===== config.mk =====
export PLATFORM = sky130hd
export DESIGN_NAME = add_scheduler
export DESIGN_NICKNAME = d
export VERILOG_FILES = /design/src/rtl/add_pkg.sv /design/src/rtl/add_pipe2.sv /design/src/rtl/add_scheduler.sv
export SDC_FILE = /design/constraint.sdc
export NUM_CORES = 1
export LEC_CHECK = 0
export ABC_AREA = 1
export CORE_UTILIZATION = 49
export CTS_BUF_LIST = sky130_fd_sc_hd__clkbuf_8
export DETAILED_ROUTE_END_ITERATION = 8
export PLACE_DENSITY = 0.83
export SETUP_SLACK_MARGIN = 0.2
export SYNTH_ARGS = -nofsm -noshare
export SYNTH_HDL_FRONTEND = slang
export SYNTH_HIERARCHICAL = 1
export SYNTH_SLANG_ARGS = --single-unit

===== constraint.sdc =====
create_clock -name clk -period 3.65 [get_ports clk]
set_input_delay 1.095 -clock clk [delete_from_list [all_inputs] [get_ports clk]]
set_output_delay 1.095 -clock clk [all_outputs]
set_load 0.03 [all_outputs]

===== src/rtl/add_pkg.sv =====
// Shared defaults, pipeline latency and tag type for the add scheduler.
package add_pkg;

  localparam int WIDTH_DEF  = 17;
  localparam int WIDTH1_DEF = 9;
  localparam int NREQ_DEF   = 4;
  localparam int ADD_LAT    = 3;
  // Tag id is sized for the largest supported requester count (8).
  localparam int TAG_ID_W   = 3;

  typedef struct packed {
    logic                valid;
    logic [TAG_ID_W-1:0] id;
  } tag_t;

endpackage


===== src/rtl/add_pipe2.sv =====
// Split two-stage adder with an input register stage; fixed three-cycle latency.
module add_pipe2
  import add_pkg::*;
#(
  parameter int WIDTH  = WIDTH_DEF,
  parameter int WIDTH1 = WIDTH1_DEF
) (
  input  logic             clk,
  input  logic             rst,
  input  logic             load_i,
  input  logic [WIDTH-1:0] x_i,
  input  logic [WIDTH-1:0] y_i,
  output logic [WIDTH-1:0] sum_o
);

  localparam int W2 = WIDTH - WIDTH1;

  logic [WIDTH-1:0] x_q, x_d, y_q, y_d;
  logic [WIDTH1:0]  lsb_q, lsb_d;
  logic [W2-1:0]    msb_q, msb_d;
  logic [WIDTH-1:0] sum_q, sum_d;
  logic [W2-1:0]    carry_s;

  // Next-state for operand, segment-sum and final-sum registers.
  always_comb begin
    x_d = x_q;
    y_d = y_q;
    if (load_i) begin
      x_d = x_i;
      y_d = y_i;
    end else begin
      x_d = x_q;
      y_d = y_q;
    end
    lsb_d   = {1'b0, x_q[WIDTH1-1:0]} + {1'b0, y_q[WIDTH1-1:0]};
    msb_d   = x_q[WIDTH-1:WIDTH1] + y_q[WIDTH-1:WIDTH1];
    carry_s = W2'(lsb_q[WIDTH1]);
    // Final carry out of the MSB segment is dropped: result is mod 2^WIDTH.
    sum_d   = {msb_q + carry_s, lsb_q[WIDTH1-1:0]};
  end

  // Pipeline registers; cleared so the result bus is never X after reset.
  always_ff @(posedge clk or posedge rst) begin
    if (rst) begin
      x_q   <= '0;
      y_q   <= '0;
      lsb_q <= '0;
      msb_q <= '0;
      sum_q <= '0;
    end else begin
      x_q   <= x_d;
      y_q   <= y_d;
      lsb_q <= lsb_d;
      msb_q <= msb_d;
      sum_q <= sum_d;
    end
  end

  assign sum_o = sum_q;

endmodule


===== src/rtl/add_scheduler.sv =====
// Round-robin arbiter feeding a shared pipelined adder; results carry the owner id.
module add_scheduler
  import add_pkg::*;
#(
  parameter int  WIDTH  = WIDTH_DEF,
  parameter int  WIDTH1 = WIDTH1_DEF,
  parameter int  NREQ   = NREQ_DEF,
  localparam int IDW    = $clog2(NREQ)
) (
  input  logic                  clk,
  input  logic                  rst,
  input  logic [NREQ-1:0]       req_valid,
  input  logic [NREQ*WIDTH-1:0] req_x,
  input  logic [NREQ*WIDTH-1:0] req_y,
  output logic [NREQ-1:0]       req_ready,
  input  logic                  hold,
  output logic                  res_valid,
  output logic [IDW-1:0]        res_id,
  output logic [WIDTH-1:0]      res_sum,
  output logic                  busy,
  output logic [15:0]           issue_cnt
);

  logic [IDW-1:0]   last_q, last_d;
  logic [15:0]      cnt_q, cnt_d;
  tag_t             tag_q [ADD_LAT];
  tag_t             tag_d [ADD_LAT];
  logic             found_s;
  logic [IDW-1:0]   gid_s;
  logic [IDW:0]     cand_s;
  logic [WIDTH-1:0] x_sel_s, y_sel_s;
  logic             busy_s;

  // Round-robin search starting one past the last granted requester.
  always_comb begin
    found_s = 1'b0;
    gid_s   = '0;
    cand_s  = '0;
    for (int k = 1; k <= NREQ; k++) begin
      cand_s = {1'b0, last_q} + (IDW+1)'(k);
      if (cand_s >= (IDW+1)'(NREQ)) begin
        cand_s = cand_s - (IDW+1)'(NREQ);
      end else begin
        cand_s = cand_s;
      end
      if (!found_s && !hold && req_valid[cand_s[IDW-1:0]]) begin
        found_s = 1'b1;
        gid_s   = cand_s[IDW-1:0];
      end else begin
        found_s = found_s;
      end
    end
  end

  assign req_ready = found_s ? (NREQ'(1) << gid_s) : '0;
  assign x_sel_s   = req_x[gid_s*WIDTH +: WIDTH];
  assign y_sel_s   = req_y[gid_s*WIDTH +: WIDTH];

  // Pointer, counter and tag-pipeline next state.
  always_comb begin
    last_d = last_q;
    cnt_d  = cnt_q;
    if (found_s) begin
      last_d = gid_s;
      cnt_d  = cnt_q + 16'd1;
    end else begin
      last_d = last_q;
      cnt_d  = cnt_q;
    end
    tag_d[0] = '{valid: found_s, id: TAG_ID_W'(gid_s)};
    for (int i = 1; i < ADD_LAT; i++) begin
      tag_d[i] = tag_q[i-1];
    end
  end

  // Control state; reset leaves requester 0 with first priority.
  always_ff @(posedge clk or posedge rst) begin
    if (rst) begin
      last_q <= IDW'(NREQ-1);
      cnt_q  <= 16'd0;
      for (int i = 0; i < ADD_LAT; i++) begin
        tag_q[i] <= '0;
      end
    end else begin
      last_q <= last_d;
      cnt_q  <= cnt_d;
      tag_q  <= tag_d;
    end
  end

  // Any valid tag means an operation is still in flight.
  always_comb begin
    busy_s = 1'b0;
    for (int i = 0; i < ADD_LAT; i++) begin
      busy_s = busy_s | tag_q[i].valid;
    end
  end

  add_pipe2 #(
    .WIDTH  (WIDTH),
    .WIDTH1 (WIDTH1)
  ) u_pipe (
    .clk    (clk),
    .rst    (rst),
    .load_i (found_s),
    .x_i    (x_sel_s),
    .y_i    (y_sel_s),
    .sum_o  (res_sum)
  );

  assign res_valid = tag_q[ADD_LAT-1].valid;
  assign res_id    = tag_q[ADD_LAT-1].id[IDW-1:0];
  assign busy      = busy_s;
  assign issue_cnt = cnt_q;

endmodule


After elaboration in Yosys (flattened, before gate mapping)
Index checks and enable logic that the tools add are counted.

$mul: 1. Bitwise operators: 2. $add $sub $neg: 12. Magnitude comparators: 8. Multiplexer cells: 21. Shift-type cells: 3. Reduce and logical (&&, ||, !) cells: 11.

Operator list (count): $shiftx 68x8->17 (2); $add 16x1->16 const B (1); $mux 2 (8); $ge 3x3->1 const B (4); $lt 2x3->1 const B (4); $add 9x9->10 (1); $add 8x1->8 (1); $add 8x8->8 (1); $bmux 1 s2 (4); $mux 1 (8); $sub 2x1->2 const B (4); $logic_and 1x1->1 (7); $mul 2x5->7 const B (1); $add 2x2->3 const B (2); $logic_not 1->1 (4); $mux 4 (1); $shl 1x2->4 const A (1); $add 2x1->3 const B (1); $add 2x3->3 const B (1); $or 1x1->1 (2).

Input bits: 143. Word-level logic and storage cells: 71. Bits in registers: 96. Output and inout port bits: 41.

Logic depth before layout (Yosys ltp)
Gate-level depths: netlist of run 1.

Depth in word-level cells: 21. Mapped depth: 17. Mapped depth without buffers: 16.

Hierarchy
The synthesis of run 1 kept the hierarchy.

By module, submodules not included: add_pipe2 (area each 3091.7 um2, times used 1, sequential area each 1726.7 um2, cells each 272); add_scheduler (area each 2937.8 um2, times used 1, sequential area each 678.2 um2, cells each 508).

Least setup slack after synthesis of run 1
Ideal clock, no wire load.

Path type: input port to output port. From: input port hold. To: output port req_ready[2]. Stages on the path: 8. Required time: 2.555 ns. Data arrival time: 2.589 ns. Path slack: -0.034 ns. Path buffers: 1. Cell sequence: inv_1 > nand2_1 > nor2_1 > nand3_2 > nor2_1 > a21oi_4 > buf_6 > nor2_1.

Cells in the longest elaborated chain, start to end: 17. Elaborated cells on any way between the ends: 21. Those cells by class: shift (1); mux (9); reduce/logical (11).

RTL lines: from (decl) (RTL line add_scheduler.sv:16) `input logic hold,`; $logic_not 1->1 * (RTL line add_scheduler.sv:46) `if (!found_s && !hold && req_valid[cand_s[IDW-1:0]]) begin`; $logic_and 1x1->1 (RTL line add_scheduler.sv:46); $mux 1 (RTL line add_scheduler.sv:46); $logic_not 1->1 (RTL line add_scheduler.sv:46); $logic_and 1x1->1 (2 in a row) (RTL line add_scheduler.sv:46); $mux 1 (RTL line add_scheduler.sv:46); $logic_not 1->1 (RTL line add_scheduler.sv:46); $logic_and 1x1->1 (2 in a row) (RTL line add_scheduler.sv:46); $mux 1 (RTL line add_scheduler.sv:46); $logic_not 1->1 (RTL line add_scheduler.sv:46); $logic_and 1x1->1 (2 in a row) (RTL line add_scheduler.sv:46); $mux 2 (RTL line add_scheduler.sv:46); $shl 1x2->4 (RTL line add_scheduler.sv:55) `assign req_ready = found_s ? (NREQ'(1) << gid_s) : '0;`; $mux 4 * (RTL line add_scheduler.sv:55); to (decl) (RTL line add_scheduler.sv:15) `output logic [NREQ-1:0] req_ready,`.

Mark *: on every way between the ends. The rest lies on a longest branch, timed or not.

Final worst setup path of run 1
From: input port req_valid[3]. To: output port req_ready[1].

Cells in the longest elaborated chain, start to end: 18. Elaborated cells on any way between the ends: 28. Those cells by class: shift (1); mux (17); reduce/logical (10).

RTL lines: from (decl) (RTL line add_scheduler.sv:12) `input logic [NREQ-1:0] req_valid,`; $bmux 1 s2 (RTL line add_scheduler.sv:46); $mux 1 (implied by the code) (RTL line add_scheduler.sv:46); $logic_and 1x1->1 (RTL line add_scheduler.sv:46); $mux 1 (RTL line add_scheduler.sv:46); $logic_not 1->1 (RTL line add_scheduler.sv:46); $logic_and 1x1->1 (2 in a row) (RTL line add_scheduler.sv:46); $mux 1 (RTL line add_scheduler.sv:46); $logic_not 1->1 (RTL line add_scheduler.sv:46); $logic_and 1x1->1 (2 in a row) (RTL line add_scheduler.sv:46); $mux 1 (RTL line add_scheduler.sv:46); $logic_not 1->1 (RTL line add_scheduler.sv:46); $logic_and 1x1->1 (2 in a row) (RTL line add_scheduler.sv:46); $mux 2 (RTL line add_scheduler.sv:46); $shl 1x2->4 (RTL line add_scheduler.sv:55); $mux 4 * (RTL line add_scheduler.sv:55).

Mark *: on every way between the ends. The rest lies on a longest branch, timed or not. The select of a mux whose other input is x is not followed.

==> results.json, run 1 <==
{
  "first_pass_iters": 4,
  "finalPower_w": 0.00862,
  "ios": 184,
  "grt_pass1_wl_mm": 27.2,
  "synth_edf_count": 0,
  "yosys.area.top_type": "dfrtp_1",
  "cp_max_fo": 4,
  "syn_inst": 780,
  "required_ns": 2.55,
  "ant_nets": 0,
  "multi_input_area_um2": 3290,
  "syn_area_um2": 6030,
  "end_kind": "output pin",
  "avgViaCountPerCell": 5.14,
  "slew_headroom": 0.455,
  "design_area_um2": 8400,
  "coreArea_um2": 12000,
  "path_class": "input pin to output pin",
  "utilization": 0.699,
  "wl_met1_mm": 7.02,
  "post-dp-hpwl_mm": 11.9,
  "power_density_nw_per_um2": 1030,
  "grt_max_degree": 69,
  "whs_ns": 0.355,
  "die_y_um": 113,
  "htreeDepth": 3,
  "cp-start-kind": "input pin",
  "skew_ns": 0.00811,
  "finalCriticalPeriod_ns": 3.49,
  "grt_pass1_vias": 5701,
  "synth.most_common_cell": "nand2_1",
  "fillers": 953,
  "ys_types": 31,
  "synth-main-ff-cell": "dfrtp_1",
  "max_freq_mhz": 287,
  "irDropWorstVdd_mv": 1.04,
  "die_w_um": 113,
  "grt_util_all_layers": 0.271,
  "die_area_um2": 12800,
  "synth_async_sr_flop_share": 1.00,
  "syn_to_final_growth_pct": 39.2,
  "setup_viol": 0,
  "status": "complete, no violations",
  "rsz0062_at_grt": "true",
  "tritoncts": "built",
  "cts_buffers": 9,
  "hp-class": "flip-flop to flip-flop",
  "synth_top_cells_by_area": "dfrtp_1 (39%), nand2_1 (20%), nand3_1 (10%), ha_1 (3.9%), mux2_2 (3.4%)",
  "postSynthAreaPerCell_um2": 7.73,
  "diodes": 0,
  "ys_warn_count": 6,
  "leakagePower_nw": 4.25,
  "ctsRootBufferMaster": "clkbuf_8",
  "worstSkewPairLatency_ns": 0.36,
  "vias": 5782,
  "final-seq-area_um2": 2400,
  "clkSinkCount": 96,
  "drt-initial-drc-count": 298,
  "clk_pin_slew_worst_paths_ns": 0.09,
  "syn-num-nets": 944,
  "wl_mm": 16.4,
  "fin_nets": 1136,
  "slew_violations": 0,
  "worstPathArrival_ns": 2.39,
  "initial_core_util": 0.502,
  "routed-wl-met3_um": 833,
  "wire_per_inst_um": 14.6,
  "finalWeightedCongestion": 0.893,
  "highest_layer": "met4",
  "seq_area_frac_synth": 0.399,
  "drc": 0,
  "synth.ff_latch_count": 96,
  "hold_buffers": 0,
  "tightest_slew_ns": 0.817,
  "maxCapViolCount": 0,
  "antenna_found_initial": 0,
  "drive_gt1_frac": 0.139,
  "synth_top_area_share": 0.390,
  "placed_area_um2": 8010,
  "grt-ovfl-total": 0,
  "portBuffers": 183,
  "rows": 40,
  "period_share": 0.955,
  "netlist_top_cells_count": "nand2_1 (321), nand3_1 (125), dfrtp_1 (94), inv_1 (53), nor2_1 (22)",
  "hold_viol_final": 0,
  "clockBufferDepth": 2,
  "wl_met2_mm": 8.17
}
## where the power goes
part           switching (W)  total (W)  internal, W
registers           0.000301    0.00192      0.00162
clock network       0.000386   0.000711     0.000325
logic                0.00353    0.00599      0.00246
## worst max-delay path, stage by stage
cell and delay, ns:
buf_6 0.10, nand2_2 0.07, nand2_2 0.08, nand2_2 0.08
nand2_4 0.08, o21ai_4 0.27, nand4_4 0.14, nand2_4 0.10
inv_2 0.04, buf_6 0.12, nor2_4 0.09, buf_6 0.13
## stage by stage
step | TNS (ns) | instances | setup WS, ns
6_report | 0 | 1124 | 0.164
3_5_place_dp | -0.853 | 1099 | -0.240
5_1_grt | 0 | 1124 | 0.0824
3_3_place_gp | -0.606 | 1099 | -0.159
2_1_floorplan | 0 | 780 | 0.211
4_1_cts | 0 | 1121 | 0.195
## worst paths after layout
| check | startpoint | slack (ns) | endpoint | cells past startpoint |
|---|---|---|---|---|
| max in group asynchronous | rst | 1.75 | u_pipe/lsb_q[6] | 3 |
| max | req_valid[3] | 0.16 | req_ready[1] | 12 |
| min | tag_d[5] | 0.35 | tag_d[1] | 0 |
| min in group asynchronous | rst | 1.14 | res_id[0] | 3 |
| max reg2reg | last_q[0] | 0.70 | u_pipe/y_q[2] | 15 |
| min reg2reg | tag_d[5] | 0.35 | tag_d[1] | 0 |
## cell type report
type	instances	share of cell area
inverters	54	0.0241
clock inverters	7	0.00924
repair buffers	216	0.251
flip-flops and latches	96	0.286
clock buffers	9	0.0148
multi-input cells	595	0.392
well taps	147	0.0219
## timing repair
action,in CTS,in global routing
pin swaps,18,5
setup buffers,6,3
endpoints found under the hold margin,0,0
cloned,0,0
resized for setup,52,2
setup endpoints to repair,4,4
## state kept, by name, summed over array words and instances, names as in the netlist
signal / flops
issue_cnt: 16
last_q: 2
res_id: 2
res_valid: 1
tag_d: 6
u_pipe/lsb_q: 10
u_pipe/msb_q: 8
u_pipe/sum_o: 17
u_pipe/x_q: 17
u_pipe/y_q: 17
## layer usage
| layer | global-route usage | vias up |
|---|---|---|
| li1 | - | 2878 |
| met1 | 0.335 | 2694 |
| met2 | 0.484 | 176 |
| met3 | 0.0450 | 34 |
| met4 | 0.0895 | 0 |
| met5 | 0 | - |
## logic make-up (layout without fill, tap and decap cells)
group / Yosys count / count (layout) / share of synthesized area
buf+inv: 89 / 286 / 0.0755
flops: 96 / 96 / 0.399
mux: 30 / 30 / 0.0635
fa+ha+maj: 21 / 21 / 0.0461
compound gates: 16 / 16 / 0.0189
xor+xnor: 26 / 26 / 0.0378
simple gates: 502 / 502 / 0.359
## cell usage in the layout (no fill, tap or decap), drive strengths merged, types with 12 or more instances in the layout
cell / instances
nor2: 22
mux2: 30
buf: 41
xnor2: 14
xor2: 12
clkdlybuf4s50: 174
nand3: 127
nand2: 330
ha: 19
dfrtp: 94
inv: 58
Power figures use the tool's default switching activity.
==> run 2: changes to the inputs <==
==> constraint.sdc (replaced) <==
create_clock -name clk -period 4 [get_ports clk]
set_input_delay 1.2 -clock clk [delete_from_list [all_inputs] [get_ports clk]]
set_output_delay 1.2 -clock clk [all_outputs]
set_load 0.03 [all_outputs]
==> results.json, run 2 (same netlist as run 1, synthesis figures left out) <==
{
  "die_area_um2": 12800,
  "clkSinkCount": 96,
  "power_density_nw_per_um2": 946,
  "period_share": 0.942,
  "path_class": "input pin to output pin",
  "clockBufferDepth": 2,
  "finalPower_w": 0.00788,
  "final_common_cell": "nand2_1",
  "hold_path_depth": 0,
  "portBuffers": 183,
  "whs_ns": 0.347,
  "skew_ns": 0.0110,
  "status": "complete, no violations",
  "wl_met1_mm": 7.18,
  "cts_buffers": 9,
  "syn_to_final_growth_pct": 38.2,
  "clk_pin_slew_worst_paths_ns": 0.10,
  "grt_util_all_layers": 0.277,
  "mostFrequentLayoutCells": "nand2_1 (311), clkdlybuf4s50_1 (174), nand3_1 (123), dfrtp_1 (94), inv_1 (49)",
  "ctsRootBufferMaster": "clkbuf_8",
  "antenna_found_initial": 0,
  "drt-initial-drc-count": 367,
  "grt_max_degree": 69,
  "setup_viol": 0,
  "post-dp-hpwl_mm": 11.9,
  "maxCapViolCount": 0,
  "rsz0062_at_grt": "false",
  "required_ns": 2.80,
  "hold_buffers": 0,
  "fin_nets": 1138,
  "diodes": 0,
  "cp_max_fo": 4,
  "first_pass_iters": 5,
  "cp-start-kind": "input pin",
  "max_freq_mhz": 265,
  "die_y_um": 113,
  "rrSetupSlack_ns": 1.05,
  "reg2reg_depth": 17,
  "tightest_slew_ns": 1.03,
  "leakagePower_nw": 4.24,
  "wl_met2_mm": 8.30,
  "worstSkewPairLatency_ns": 0.38,
  "initial_core_util": 0.502,
  "htreeDepth": 3,
  "min_to": "u_pipe/sum_o[1]",
  "hp-start": "u_pipe/lsb_q[1]",
  "reg2reg_from": "last_q[0]",
  "drc": 0,
  "worstPathArrival_ns": 2.57,
  "utilization": 0.694,
  "coreArea_um2": 12000,
  "vias": 5906,
  "grt_pass1_wl_mm": 27.9,
  "grt_pass1_vias": 5799,
  "hp-class": "flip-flop to flip-flop",
  "irDropWorstVdd_mv": 1.05,
  "hold_viol_final": 0,
  "die_w_um": 113,
  "ios": 184,
  "rows": 40,
  "tritoncts": "built",
  "routed-wl-met3_um": 892,
  "slew_violations": 0,
  "slew_headroom": 0.313,
  "wl_mm": 17.0,
  "drive_gt1_frac": 0.137,
  "wire_per_inst_um": 15.1,
  "ant_nets": 0,
  "highest_layer": "met4",
  "finalCriticalPeriod_ns": 3.77,
  "finalWeightedCongestion": 0.878,
  "grt-ovfl-total": 0,
  "rr_endpoint": "u_pipe/x_q[10]",
  "avgViaCountPerCell": 5.25,
  "end_kind": "output pin"
}
==> run 2: cell types whose count changed in the layout (fill, tap and decap cells not counted), sizes merged <==
cell | previous run | this run
clkbuf | 9 | 13
clkinvlp | 1 | 0
buf | 41 | 39
clkinv | 1 | 3
bufinv | 1 | 0
==> run 2: through the flow <==
step | setup WS, ns | area [um2] | TNS (ns) | std cells
6_report | 0.231 | 8340 | 0 | 1126
5_1_grt | 0.160 | 8340 | 0 | 1126
4_1_cts | 0.204 | 8270 | 0 | 1117
3_5_place_dp | -0.0998 | 7920 | -0.218 | 1089
3_3_place_gp | -0.0324 | 7920 | -0.0532 | 1089
2_1_floorplan | 0.106 | 6030 | 0 | 780
==> run 2: layout make-up <==
class	instances	area (um2)
fillers	964	3680
multi-input cells	595	3250
flip-flops and latches	96	2400
repair buffers	218	2110
inverters	54	203
well taps	147	184
clock buffers	9	124
clock inverters	7	62.6
==> run 2: repair_timing <==
item	4_1_cts	5_1_grt
cloned	0	0
buffers inserted	12	9
pin swaps	13	8
hold endpoints to repair	0	0
endpoints found under the setup margin	4	4
gates resized for setup	30	12
==> run 2: worst max-delay path, stage by stage <==
cell and delay, ns:
clkbuf_2 0.11, nand2_2 0.08, nand3_2 0.11, nand2_2 0.11, inv_2 0.05, o21ai_4 0.24, nand3_4 0.13, buf_6 0.15
o21ai_4 0.17, nor2_2 0.07, buf_6 0.14
==> run 2: worst max-delay path by stage <==
stage / startpoint / to / slack [ns] / cells after the start
after floorplan: hold / req_ready[2] / 0.11 / 8
after global placement: req_valid[0] / req_ready[0] / -0.03 / 14
after detailed placement: req_valid[2] / req_ready[0] / -0.1 / 14
after CTS: req_valid[2] / req_ready[1] / 0.20 / 11
after global routing: last_q[0] / req_ready[1] / 0.16 / 11
final: req_valid[2] / req_ready[1] / 0.23 / 11
==> run 2: report_power, final <==
part           switching [W]  total (W)  internal (W)
clock network       0.000372   0.000612      0.000240
logic                0.00327    0.00551       0.00224
registers           0.000283    0.00176       0.00148
==> run 2: routing by layer <==
metal  global-route usage  vias to the layer above
met5                    0                        -
met3               0.0503                       53
met2                0.473                      227
li1                     -                     2881
met4                0.118                        0
met1                0.347                     2745
==> run 3: changes to the inputs <==
--- a/config.mk
+++ b/config.mk
@@ -9,6 +9,7 @@
 export CORE_UTILIZATION = 49
 export CTS_BUF_LIST = sky130_fd_sc_hd__clkbuf_8
 export DETAILED_ROUTE_END_ITERATION = 8
+export GPL_ROUTABILITY_DRIVEN = 0
 export PLACE_DENSITY = 0.83
 export SETUP_SLACK_MARGIN = 0.2
 export SYNTH_ARGS = -nofsm -noshare
==> results of run 3 <==
The final DEF is identical to that of run 2; final timing and power are the same.
